**src/rtl/riscv_ctrl_pkg.sv**
```systemverilog
// rtl/riscv_ctrl_pkg.sv - shared RV32I opcodes, FSM states and control encodings
//
// Purpose: single source of opcode constants and control-field encodings for
//          the RV32I control logic (single-cycle decoder and multi-cycle FSM).
// Ports:   none (package).
package riscv_ctrl_pkg;

  localparam logic [6:0] OP_R_TYPE = 7'b0110011;
  localparam logic [6:0] OP_I_TYPE = 7'b0010011;
  localparam logic [6:0] OP_LW     = 7'b0000011;
  localparam logic [6:0] OP_SW     = 7'b0100011;
  localparam logic [6:0] OP_BRANCH = 7'b1100011;
  localparam logic [6:0] OP_JAL    = 7'b1101111;
  localparam logic [6:0] OP_JALR   = 7'b1100111;
  localparam logic [6:0] OP_LUI    = 7'b0110111;
  localparam logic [6:0] OP_AUIPC  = 7'b0010111;
  localparam logic [6:0] OP_HALT   = 7'b1111111;

  typedef enum logic [2:0] {
    S_FETCH   = 3'd0,
    S_DECODE  = 3'd1,
    S_EXEC    = 3'd2,
    S_MEM     = 3'd3,
    S_WB      = 3'd4,
    S_HALTED  = 3'd5,
    S_ILLEGAL = 3'd6,
    S_ERROR   = 3'd7
  } state_e;

  typedef enum logic [1:0] {
    ALU_ADD = 2'b00,
    ALU_BR  = 2'b01,
    ALU_R   = 2'b10,
    ALU_I   = 2'b11
  } alu_op_e;

  typedef enum logic [1:0] {
    M2R_ALU = 2'b00,
    M2R_MEM = 2'b01,
    M2R_PC4 = 2'b10,
    M2R_IMM = 2'b11
  } mem_to_reg_e;

  typedef enum logic [1:0] {
    PC_PLUS4  = 2'b00,
    PC_TARGET = 2'b01,
    PC_JALR   = 2'b10
  } pc_src_e;

  // HALT is handled separately by the caller; this only covers executable opcodes.
  function automatic logic op_legal(input logic [6:0] op, input logic en_upper_imm);
    logic ok;
    ok = 1'b0;
    case (op)
      OP_R_TYPE, OP_I_TYPE, OP_LW, OP_SW,
      OP_BRANCH, OP_JAL, OP_JALR:  ok = 1'b1;
      OP_LUI, OP_AUIPC:            ok = en_upper_imm;
      default:                     ok = 1'b0;
    endcase
    return ok;
  endfunction

endpackage

```
**src/rtl/ctrl_mem_timer.sv**
```systemverilog
// rtl/ctrl_mem_timer.sv - memory handshake wait counter with timeout flag
//
// Purpose: counts consecutive cycles a request waits without mem_ready.
// Ports:   clk, rst_n (sync active-low), waiting (req & ~ready this cycle),
//          clear (ready seen or FSM state change), expire (this wait cycle
//          is the MEM_TIMEOUT-th one; the FSM leaves for ERROR at the edge).
module ctrl_mem_timer #(
  parameter int MEM_TIMEOUT = 16
) (
  input  logic clk,
  input  logic rst_n,
  input  logic waiting,
  input  logic clear,
  output logic expire
);

  localparam int W = $clog2(MEM_TIMEOUT + 1);
  localparam logic [W-1:0] LAST = W'(MEM_TIMEOUT - 1);

  logic [W-1:0] count;

  always_ff @(posedge clk) begin
    if (!rst_n || clear) begin
      count <= '0;
    end else if (waiting) begin
      count <= count + 1'b1;
    end
  end

  // Only a cycle that is itself waiting can expire, so a mem_ready arriving
  // on the final allowed cycle always wins over the timeout.
  assign expire = waiting && (count == LAST);

endmodule

```
**src/rtl/multicycle_controller.sv**
```systemverilog
// rtl/multicycle_controller.sv - multi-cycle RV32I main control FSM
//
// Purpose: sequences FETCH/DECODE/EXEC/MEM/WB over one shared memory port,
//          drives datapath enables/muxes, counts retired instructions and
//          holds sticky halt/illegal/mem_err terminal status.
// Ports:   clk, rst_n (sync active-low); opcode, mem_ready, branch_taken in;
//          mem_req, mem_we, iord, ir_write, pc_write, pc_src, alu_src,
//          alu_op, mem_to_reg, reg_write, halt, illegal, mem_err, retired out.
module multicycle_controller
  import riscv_ctrl_pkg::*;
#(
  parameter int MEM_TIMEOUT  = 16,
  parameter bit EN_UPPER_IMM = 1'b1,
  parameter int RET_CNT_W    = 32
) (
  input  logic                 clk,
  input  logic                 rst_n,
  input  logic [6:0]           opcode,
  input  logic                 mem_ready,
  input  logic                 branch_taken,
  output logic                 mem_req,
  output logic                 mem_we,
  output logic                 iord,
  output logic                 ir_write,
  output logic                 pc_write,
  output logic [1:0]           pc_src,
  output logic                 alu_src,
  output logic [1:0]           alu_op,
  output logic [1:0]           mem_to_reg,
  output logic                 reg_write,
  output logic                 halt,
  output logic                 illegal,
  output logic                 mem_err,
  output logic [RET_CNT_W-1:0] retired
);

  state_e               state_q, state_d;
  logic [6:0]           op_q;
  logic [RET_CNT_W-1:0] retired_q;
  logic                 retire;
  logic                 expire;

  logic        req_c, we_c, iord_c, ir_write_c, pc_write_c, alu_src_c, reg_write_c;
  pc_src_e     pc_src_c;
  alu_op_e     alu_op_c;
  mem_to_reg_e m2r_c;

  always_ff @(posedge clk) begin
    if (!rst_n) begin
      state_q   <= S_FETCH;
      op_q      <= '0;
      retired_q <= '0;
    end else begin
      state_q <= state_d;
      if (state_q == S_DECODE) op_q <= opcode;
      if (retire) retired_q <= retired_q + 1'b1;
    end
  end

  always_comb begin
    state_d     = state_q;
    retire      = 1'b0;
    req_c       = 1'b0;
    we_c        = 1'b0;
    iord_c      = 1'b0;
    ir_write_c  = 1'b0;
    pc_write_c  = 1'b0;
    pc_src_c    = PC_PLUS4;
    alu_src_c   = 1'b0;
    alu_op_c    = ALU_ADD;
    m2r_c       = M2R_ALU;
    reg_write_c = 1'b0;

    case (state_q)
      S_FETCH: begin
        req_c = 1'b1;
        if (mem_ready) begin
          ir_write_c = 1'b1;
          pc_write_c = 1'b1;
          state_d    = S_DECODE;
        end else if (expire) begin
          state_d = S_ERROR;
        end
      end
      // The IR is live here, so decode straight from opcode rather than op_q.
      S_DECODE: begin
        if (opcode == OP_HALT)                     state_d = S_HALTED;
        else if (!op_legal(opcode, EN_UPPER_IMM))  state_d = S_ILLEGAL;
        else                                       state_d = S_EXEC;
      end
      S_EXEC: begin
        case (op_q)
          OP_R_TYPE: begin
            alu_op_c = ALU_R;
            state_d  = S_WB;
          end
          OP_I_TYPE: begin
            alu_src_c = 1'b1;
            alu_op_c  = ALU_I;
            state_d   = S_WB;
          end
          OP_LUI, OP_AUIPC: begin
            alu_src_c = 1'b1;
            state_d   = S_WB;
          end
          OP_LW, OP_SW: begin
            alu_src_c = 1'b1;
            state_d   = S_MEM;
          end
          OP_BRANCH: begin
            alu_op_c   = ALU_BR;
            pc_write_c = branch_taken;
            pc_src_c   = PC_TARGET;
            retire     = 1'b1;
            state_d    = S_FETCH;
          end
          OP_JAL: begin
            reg_write_c = 1'b1;
            m2r_c       = M2R_PC4;
            pc_write_c  = 1'b1;
            pc_src_c    = PC_TARGET;
            retire      = 1'b1;
            state_d     = S_FETCH;
          end
          OP_JALR: begin
            alu_src_c   = 1'b1;
            alu_op_c    = ALU_I;
            reg_write_c = 1'b1;
            m2r_c       = M2R_PC4;
            pc_write_c  = 1'b1;
            pc_src_c    = PC_JALR;
            retire      = 1'b1;
            state_d     = S_FETCH;
          end
          default: state_d = S_ILLEGAL;
        endcase
      end
      S_MEM: begin
        req_c  = 1'b1;
        iord_c = 1'b1;
        we_c   = (op_q == OP_SW);
        if (mem_ready) begin
          if (op_q == OP_SW) begin
            retire  = 1'b1;
            state_d = S_FETCH;
          end else begin
            state_d = S_WB;
          end
        end else if (expire) begin
          state_d = S_ERROR;
        end
      end
      S_WB: begin
        reg_write_c = 1'b1;
        if (op_q == OP_LW)       m2r_c = M2R_MEM;
        else if (op_q == OP_LUI) m2r_c = M2R_IMM;
        else                     m2r_c = M2R_ALU;
        retire  = 1'b1;
        state_d = S_FETCH;
      end
      default: ;  // terminal states hold with every enable low
    endcase
  end

  ctrl_mem_timer #(.MEM_TIMEOUT(MEM_TIMEOUT)) u_timer (
    .clk     (clk),
    .rst_n   (rst_n),
    .waiting (req_c && !mem_ready),
    .clear   (mem_ready || (state_d != state_q)),
    .expire  (expire)
  );

  // Everything is gated by rst_n so an in-flight request drops the moment
  // reset is asserted, not one edge later.
  assign mem_req    = rst_n & req_c;
  assign mem_we     = rst_n & we_c;
  assign iord       = rst_n & iord_c;
  assign ir_write   = rst_n & ir_write_c;
  assign pc_write   = rst_n & pc_write_c;
  assign pc_src     = rst_n ? pc_src_c : 2'b00;
  assign alu_src    = rst_n & alu_src_c;
  assign alu_op     = rst_n ? alu_op_c : 2'b00;
  assign mem_to_reg = rst_n ? m2r_c : 2'b00;
  assign reg_write  = rst_n & reg_write_c;
  assign halt       = rst_n & (state_q == S_HALTED);
  assign illegal    = rst_n & (state_q == S_ILLEGAL);
  assign mem_err    = rst_n & (state_q == S_ERROR);
  assign retired    = rst_n ? retired_q : '0;

endmodule
```
**config.mk**
```make
export PLATFORM = sky130hd
export DESIGN_NAME = multicycle_controller
export DESIGN_NICKNAME = d
export VERILOG_FILES = /design/src/rtl/riscv_ctrl_pkg.sv /design/src/rtl/ctrl_mem_timer.sv /design/src/rtl/multicycle_controller.sv
export SDC_FILE = /design/constraint.sdc
export NUM_CORES = 1
export LEC_CHECK = 0
export ABC_AREA = 1
export CORE_ASPECT_RATIO = 0.75
export CORE_MARGIN = 10
export CORE_UTILIZATION = 50
export CTS_CLUSTER_DIAMETER = 120
export CTS_CLUSTER_SIZE = 20
export DETAILED_ROUTE_END_ITERATION = 6
export GPL_ROUTABILITY_DRIVEN = 0
export PLACE_DENSITY = 0.75
export SYNTH_ARGS = -nofsm -noshare
export SYNTH_HDL_FRONTEND = slang
export SYNTH_SLANG_ARGS = --single-unit
```
**constraint.sdc**
```tcl
create_clock -name clk -period 5.93 [get_ports clk]
set_clock_uncertainty 0.2 [all_clocks]
set_input_delay 1.186 -clock clk [delete_from_list [all_inputs] [get_ports clk]]
set_output_delay 1.186 -clock clk [all_outputs]
set_load 0.01 [all_outputs]
```
==> out/summary.txt <==
FINISH
------------------------------------------------------------------------------------------
Final std cell area, no fill                                                      3980 um2
Final Util                                                                           0.627
Antenna diode count                                                                      0
Share of final-layout standard cells stronger than drive strength 1                 0.0714
Area growth from synthesis to layout                                                 20.6%
Total Nets Final                                                                       601
Leading cell type in the layout, fill and taps excluded                            nand2_1
Most frequent cells in the layout                                             150 x nand2_1, 72 x nor2_1, 71 x inv_1

DETAILED ROUTING
------------------------------------------------------------------------------------------
Via count                                                                            3,470
Final routed DRC violation total                                                         0
First-pass iteration count of the detailed router                                        5
Total Wirelength                                                                   9200 um
Routed length per placed instance                                                  13.8 um
Number of antenna-violating nets in the routed design                                    0
Detailed-route vias per instance                                                      5.19
Number of DRC violations after detailed-routing iteration 0                            282

SYNTHESIS
------------------------------------------------------------------------------------------
Synth Area in Simple Gates                                                           0.411
Synth Area in Compound Gates                                                         0.111
Seq/Total Area, Yosys                                                                0.285
Post-synthesis net count                                                               551
Avg Synthesized Cell Area                                                         6.15 um2
Summed instance area of the synthesized netlist                                   3300 um2
Post-Syn Instances                                                                     537
Count of distinct cell types in the synthesized netlist                                 36
Adder-Cell Fraction of Synth Area                                                   0.0114
Warnings from Yosys                                                                      0
Flip-flop and latch count after synthesis                                               47
Post-synthesis share of cell area spent on xor and xnor gates                       0.0610
Mux contribution to synthesized area                                               0.00303
Post-synth top flop                                                                dfxtp_1
Asr flop ratio synth                                                                     0
Combinational family with the most area after synthesis                       simple AND/OR/NAND/NOR gates
Count of flip-flops with a built-in enable after synthesis                               0

SETUP PATH
------------------------------------------------------------------------------------------
First element of the critical path                                               mem_ready
CP Cell Sequence                                                              clkdlybuf4s50_1 -> inv_1 -> nor2_1 -> inv_1 -> o22ai_1 -> clkdlybuf4s50_1
Worst Reg-to-Reg Cells                                                                  10
Worst flop-to-flop path endpoint                                              retired_q[4]
R2R Setup Slk                                                                      3180 ps
Launch point of the worst reg-to-reg path                                       state_q[0]
Type of element capturing the critical path                                   primary output
Startpoint class of the critical path                                         primary input
Worst setup path category                                                     primary input to primary output
Worst-path fanout max                                                                    6
Worst endpoint required time                                                       4540 ps
Slowest library cell on the worst path                                        clkdlybuf4s50_1
CP Capture Point                                                                  pc_write
Crit path DAT                                                                      2800 ps
Worst path max stage delay                                                          600 ps

CLOCK NETWORK
------------------------------------------------------------------------------------------
Post-CTS setup buffer count                                                              0
Clock edge transition at the registers on the reported setup and hold paths          80 ps
H-tree levels                                                                            2
PostCTS Resize Cnt                                                                       0
Inserted Clock Buffers                                                                   5
Number of sinks handled by clock tree synthesis                                         47
Count of hold-fix buffers inserted at cts                                                0
Clock tree from TritonCTS                                                              yes
Latest clock arrival within the worst-skew pair                                     310 ps
Longest Clk Path Bufs                                                                    2
Root buf cell                                                                     clkbuf_8

HOLD PATH
------------------------------------------------------------------------------------------
Start point of the worst min-delay path                                            op_q[1]
Classification of the worst-slack hold path                                   register to register

PLACED DESIGN
------------------------------------------------------------------------------------------
Post-Place Cell Area                                                              3900 um2
DPL Wire Length                                                                    7050 um
Count of buffers from port buffering                                                    58

GLOBAL ROUTING
------------------------------------------------------------------------------------------
Number of global-route vias before repair                                            3,170
Antenna violations before repair                                                         0
Largest net degree at the start of global routing                                       54
First-pass GRT wire length                                                       15,600 um
Total routing usage reported by global routing                                       0.178
Total overflow reported by the global router                                             0

JOB
------------------------------------------------------------------------------------------
Total of max-cap violations                                                              0

STA
------------------------------------------------------------------------------------------
TNS Setup                                                                             0 ps
Max-slew headroom                                                                    0.477
Post-layout min period                                                             4180 ps
Ratio of final minimum period to clock period                                        0.706
Final hold viol count                                                                    0
Final count of pins violating max slew                                                   0
Final-layout worst hold slack                                                       297 ps
Peak Freq                                                                          239 MHz
Worst Max-Slew Pin Slew                                                             782 ps
Count of final setup violators                                                           0
RSZ-0062 raised after global routing                                                 false

DIE
------------------------------------------------------------------------------------------
Die Area                                                                        10,300 um2
Die height                                                                         90.4 um
Core outline area                                                                 6350 um2
Total number of placement rows                                                          25
Die Wd                                                                              114 um
Initial Util                                                                         0.520
I/O pin cnt                                                                             59

POWER AND IR DROP
------------------------------------------------------------------------------------------
Peak supply drop                                                                0.000177 V
Leakage Power                                                                      1.73 nW
Areal power density over the cells                                              254 nW/um2

STATUS
------------------------------------------------------------------------------------------
Run status                                                                    finished, final reports clean

area by class of cell:
cell class | instances | area (um2)
Multi-Input combinational cell | 394 | 1970
Fill cell | 607 | 2370
Clock inverter | 1 | 5.00
Inverter | 79 | 297
Clock buffer | 7 | 76.3
Sequential cell | 47 | 941
Tap cell | 81 | 101
Timing Repair Buffer | 60 | 591
through the flow:
step,setup slack [ps],total power [mW],cells
finish,1750,1.01,669
global route,1590,1.09,669
CTS,1740,1.01,669
detailed placement,1740,0.817,661
global placement,1790,0.804,661
floorplan,2380,0.727,537
kinds of logic (layout without fill, tap and decap cells):
kind of cell | count (synthesis) | count (layout)
flops | 47 | 47
mux | 1 | 1
fa+ha+maj | 3 | 3
buf+inv | 96 | 147
xor+xnor | 23 | 23
simple gates | 297 | 297
compound gates | 70 | 70
routing by layer:
metal / vias to the layer above / global-route usage / wire [um]
met5: - / 0 / 0
met4: 0 / 0.0427 / 87
met3: 10 / 0.0452 / 809
met2: 113 / 0.250 / 3800
met1: 1558 / 0.261 / 4500
li1: 1789 / - / -
Yosys cell counts (8+ instances only):
| cell | n | share of area |
|---|---|---|
| nor3_1 | 13 | 0.020 |
| nand3_1 | 20 | 0.030 |
| inv_1 | 71 | 0.081 |
| dfxtp_1 | 47 | 0.28 |
| a21oi_1 | 42 | 0.064 |
| clkbuf_1 | 10 | 0.011 |
| o21ai_0 | 16 | 0.024 |
| nand4_1 | 14 | 0.027 |
| nor2_1 | 72 | 0.082 |
| nand2_1 | 150 | 0.17 |
| xnor2_1 | 11 | 0.029 |
| xor2_1 | 12 | 0.032 |
| inv_2 | 8 | 0.0091 |
critical path, delay by kind of cell:
family | cells | cell delay, ps
AOI/OAI and AO/OA | 1 | 140
buffers and inverters | 4 | 1320
and+or+nand+nor | 1 | 150
how the worst min path moves through the flow:
stage | end | slack (ps) | cells past startpoint
6_report | op_q[1] | 300 | 2
5_1_grt | op_q[0] | 340 | 2
4_1_cts | op_q[1] | 290 | 2
3_5_place_dp | op_q[1] | 280 | 2
3_3_place_gp | op_q[1] | 270 | 2
2_1_floorplan | op_q[0] | 250 | 2
state kept, by name, summed over array words and instances, names as in the netlist:
name,flops
u_timer.count,5
retired_q,32
state_q,3
op_q,7
report_power, final:
group	total (mW)	switching [mW]	internal (mW)
clock network	0.193	0.110	0.0830
registers	0.402	0.0490	0.353
logic	0.416	0.288	0.129
Power figures use the tool's default switching activity.
